<file path="config.mk">
export PLATFORM = sky130hd
export DESIGN_NAME = serpent_keymix_sbox
export DESIGN_NICKNAME = d
export VERILOG_FILES = /design/src/rtl/serpent_keymix_sbox.sv
export SDC_FILE = /design/constraint.sdc
export NUM_CORES = 2
export LEC_CHECK = 0
export BUFFER_PORTS_ARGS = -buffer_cell sky130_fd_sc_hd__buf_2
export CORE_MARGIN = 2
export CORE_UTILIZATION = 45
export DETAILED_ROUTE_END_ITERATION = 6
export PLACE_DENSITY_LB_ADDON = 0.1
export SKIP_CTS_REPAIR_TIMING = 1
export SYNTH_ARGS = -nofsm -noshare
export SYNTH_HDL_FRONTEND = slang
export SYNTH_SLANG_ARGS = --single-unit
export TNS_END_PERCENT = 1
</file>
<file path="constraint.sdc">
create_clock -name i_clk -period 3 [get_ports i_clk]
set_input_delay 0.15 -clock i_clk [delete_from_list [all_inputs] [get_ports i_clk]]
set_output_delay 0.15 -clock i_clk [all_outputs]
set_load 0.1 [all_outputs]
</file>
<file path="src/rtl/serpent_keymix_sbox.sv">
// Serpent round front end: key mixing followed by the bitsliced S-box layer,
// as a two-stage valid/ready pipeline that carries the round index and a user tag.
module serpent_keymix_sbox #(
  parameter int USER_W = 8
) (
  input  logic              i_clk,
  input  logic              i_rst_n,
  input  logic              i_valid,
  output logic              o_ready,
  input  logic [127:0]      i_data,
  input  logic [127:0]      i_key,
  input  logic [4:0]        i_round,
  input  logic [USER_W-1:0] i_user,
  output logic              o_valid,
  input  logic              i_ready,
  output logic [127:0]      o_data,
  output logic [4:0]        o_round,
  output logic [USER_W-1:0] o_user
);

  // Entry n of each table sits at bits [4n+3:4n].
  function automatic logic [63:0] sbox_table(input logic [2:0] sel);
    logic [63:0] tbl;
    case (sel)
      3'd0:    tbl = 64'hC907_24DE_B56A_1F83;
      3'd1:    tbl = 64'h43D6_8EB1_A509_72CF;
      3'd2:    tbl = 64'h25B0_4E1D_FAC3_9768;
      3'd3:    tbl = 64'hE57A_421D_369C_8BF0;
      3'd4:    tbl = 64'hD7E9_A452_6B0C_38F1;
      3'd5:    tbl = 64'h176D_8E30_C9A4_B25F;
      3'd6:    tbl = 64'h0A3D_F19E_B648_5C27;
      default: tbl = 64'h6539_AC47_B28E_0FD1;
    endcase
    return tbl;
  endfunction

  // Column j of the four words forms one nibble, X0 in the LSB position.
  function automatic logic [127:0] sbox_slice(input logic [2:0] sel, input logic [127:0] x);
    logic [63:0]  tbl;
    logic [3:0]   n;
    logic [3:0]   s;
    logic [127:0] y;
    tbl = sbox_table(sel);
    y   = '0;
    for (int j = 0; j < 32; j++) begin
      n = {x[j], x[32+j], x[64+j], x[96+j]};
      s = tbl[{n, 2'b00} +: 4];
      y[96+j] = s[0];
      y[64+j] = s[1];
      y[32+j] = s[2];
      y[j]    = s[3];
    end
    return y;
  endfunction

  logic              r_vld_p1;
  logic [127:0]      r_data_p1;
  logic [4:0]        r_round_p1;
  logic [USER_W-1:0] r_user_p1;
  logic              r_vld_p2;
  logic [127:0]      r_data_p2;
  logic [4:0]        r_round_p2;
  logic [USER_W-1:0] r_user_p2;

  logic              w_en_p2;
  logic              w_en_p1;
  logic [127:0]      w_sbox_p1;

  // An empty stage always loads, so bubbles are squeezed out during a stall.
  assign w_en_p2   = !r_vld_p2 || i_ready;
  assign w_en_p1   = !r_vld_p1 || w_en_p2;
  assign o_ready   = w_en_p1;
  assign w_sbox_p1 = sbox_slice(r_round_p1[2:0], r_data_p1);

  // Stage 1: key mixing
  always_ff @(posedge i_clk or negedge i_rst_n) begin
    if (!i_rst_n) begin
      r_vld_p1   <= 1'b0;
      r_data_p1  <= '0;
      r_round_p1 <= '0;
      r_user_p1  <= '0;
    end else if (w_en_p1) begin
      r_vld_p1 <= i_valid;
      if (i_valid) begin
        r_data_p1  <= i_data ^ i_key;
        r_round_p1 <= i_round;
        r_user_p1  <= i_user;
      end
    end
  end

  // Stage 2: substitution
  always_ff @(posedge i_clk or negedge i_rst_n) begin
    if (!i_rst_n) begin
      r_vld_p2   <= 1'b0;
      r_data_p2  <= '0;
      r_round_p2 <= '0;
      r_user_p2  <= '0;
    end else if (w_en_p2) begin
      r_vld_p2 <= r_vld_p1;
      if (r_vld_p1) begin
        r_data_p2  <= w_sbox_p1;
        r_round_p2 <= r_round_p1;
        r_user_p2  <= r_user_p1;
      end
    end
  end

  assign o_valid = r_vld_p2;
  assign o_data  = r_data_p2;
  assign o_round = r_round_p2;
  assign o_user  = r_user_p2;

endmodule

</file>
==> flow_metrics.tcl <==
set metrics [dict create \
    status "finished, violations left" \
    failed_checks "hold timing" \
    h-tree-depth 2 \
    nets 6405 \
    ys_top_cells_by_count "651 x nand2_1, 646 x o21ai_0, 615 x a21oi_1" \
    min_path_type "input pin to register" \
    setup_ws_ps 366 \
    yosysMostFrequentCell "nand2_1" \
    rows 108 \
    drt_iter0_markers 7788 \
    grt_pass1_vias 42400 \
    finClkSkew_ps 36.7 \
    port_buffers 415 \
    drive_above_1_share 0.144 \
    root_buffer "clkbuf_16" \
    mappedNetlistArea_um2 39500 \
    area_delta_synth_final_pct 17.2 \
    synth_fp_nets 6206 \
    crit_path_end_kind "register" \
    grt-ovfl-total 0 \
    cp-start-kind "register" \
    place_congestion 0.944 \
    synth.area.top_cells "dfrtp_1 18%, o21ai_0 8.2%, a21oi_1 7.8%, nand2_1 6.2%, nor2_1 4.4%" \
    finalCriticalPeriod_ps 2630 \
    via_count 48700 \
    dieArea_um2 90100 \
    worst_ep_required_time_ps 3510 \
    total_power_mw 34.0 \
    firstDrtPassIters 6 \
    regToRegSetupSlack_ps 370 \
    routedWlPerCell_um 22.6 \
    drc 0 \
    synth_edf_count 0 \
    drv_slew 0 \
    antenna_found_initial 1 \
    ys.flop_type "dfrtp_1" \
    dp.cells 6999 \
    setup_tns_ps 0 \
    cts_sinks 284 \
    io_pins 416 \
    fin_hold_ws_ps -15.0 \
    finalNonFillerCells 7318 \
    cts_buffers 43 \
    rsz0062_at_grt "false" \
    peakVddDrop_uv 562 \
    seq_area_frac_synth 0.180 \
    cts_tree "done" \
    finalSetupViolations 0 \
    cp_max_fo 138 \
    start_util 0.454 \
    fp.coreArea_um2 86900 \
    die_h_um 300 \
    crit_arrival_ps 3140 \
    wirelength_um 165000 \
    ys_seq_elements 284 \
    die_width_um 300 \
    postRouteAntennaNets 0 \
    dpl.hpwl_um 105000 \
    path_class "register to register" \
    synth_top_cell_area_share 0.180 \
    p_per_area_nw_per_um2 736 \
    worst_pin_slew_ps 1120 \
    ys_warn_count 0 \
    yosysTopAreaCell "dfrtp_1" \
    synthArstFlopShare 1.00 \
    finalHoldViolations 3 \
    ys_types 92 \
    viasPerCell 6.66 \
    track_usage 0.342 \
    clkTransAtPathRegs_ps 70 \
    grt_max_degree 139 \
    cts_max_path_buffers 3 \
    avgSynthCellArea_um2 6.65 \
    slew_headroom 0.254 \
    drv_cap 0 \
    syn_inst 5933 \
    leakagePower_nw 17.7 \
    grt_first_pass_wirelength_um 251000 \
    max_freq_mhz 380 \
    insertion_delay_ps 630 \
    min_period_over_period 0.878 \
    place_ws_ps 483 \
]
[flip-flops by register name, summed over array words and instances (netlist names)]
name	count
r_vld_p1	1
o_valid	1
o_user	8
o_data	128
r_round_p1	5
o_round	5
r_user_p1	8
r_data_p1	128
[per-layer routing]
layer	wire length, um	vias up	global-route usage	part of all wire
li1	-	22500	-	-
met1	68900	22700	0.484	0.42
met2	71800	3103	0.504	0.43
met3	16500	457	0.0545	0.10
met4	7950	0	0.169	0.048
met5	0	-	0	0
[per-stage QoR]
stage,cell area [um2],hold slack [ps],util
finish,46200,-15.0,0.532
global route,46200,6.83,0.532
CTS,43800,-594,0.504
detailed placement,42300,55.6,0.487
global placement,42300,55.1,0.487
floorplan,39500,-146,-
[power by group]
part | switching (mW) | internal [mW]
Sequential | 2.11 | 4.86
Clock | 2.18 | 3.28
Combinational | 15.0 | 6.55
[logic make-up (layout without fill, tap and decap cells)]
group	Yosys count	count (layout)	synth area share
compound gates	2583	2583	0.427
xor+xnor	202	202	0.0448
fa+ha+maj	4	4	0.00101
buf+inv	851	1080	0.0987
flops	284	284	0.180
mux	62	62	0.0168
other cells	0	1	0
simple gates	1947	1947	0.231
[cell usage in the layout (no fill, tap or decap), drive strengths merged, types with 24 or more instances in the layout]
cell type	synthesis	layout
buf	431	703
o21ai	667	667
nand2	652	652
a21oi	615	615
nor2	470	470
dfrtp	284	284
dlygate4sd3	0	243
nor2b	170	170
nand2b	168	168
nand3	159	159
nor3	140	140
a211oi	122	122
o22ai	111	111
o211ai	111	111
xnor2	109	109
o221ai	98	98
xor2	93	93
a31oi	91	91
a22oi	85	85
a221oi	69	69
clkbuf	361	58
inv	50	53
o31ai	50	50
a311oi	46	46
o2111ai	45	45
a211o	43	43
o21a	41	41
a2111oi	39	39
or2	35	35
mux2	33	33
a221o	32	32
o32ai	32	32
a32oi	32	32
and2	32	32
a21o	30	30
o311ai	30	30
mux2i	29	29
a21boi	25	25
a22o	24	24
[final timing paths]
| kind | start | to | cells after the start |
|---|---|---|---|
| hold reg to reg | r_user_p1[4]$_DFFE_PN0P_ | o_user[4]$_DFFE_PN0P_ | 2 |
| max in group asynchronous | i_rst_n | r_data_p1[9]$_DFFE_PN0P_ | 4 |
| min in group asynchronous | i_rst_n | r_data_p1[98]$_DFFE_PN0P_ | 2 |
| setup / recovery | r_round_p1[2]$_DFFE_PN0P_ | o_data[83]$_DFFE_PN0P_ | 7 |
| setup reg to reg | r_round_p1[2]$_DFFE_PN0P_ | o_data[83]$_DFFE_PN0P_ | 7 |
| hold / removal | i_key[95] | r_data_p1[95]$_DFFE_PN0P_ | 4 |
[worst max-delay path, cell delays in order (launching register included)]
cell	delay, ps
dfrtp_4	710
buf_12	470
nand2_1	260
nand2_1	130
a22oi_1	70
a221oi_1	330
a211oi_1	110
a211o_1	260
[cell type report]
cell class,count,area (um2)
fill,8589,40600
multi-input combinational,4798,28600
timing repair buffer,946,7420
sequential,284,7120
tap,1155,1450
clock buffer,58,1220
clock inverter,17,238
inverter,59,236
antenna,1,2.50
(Power assumes the default switching activity.)
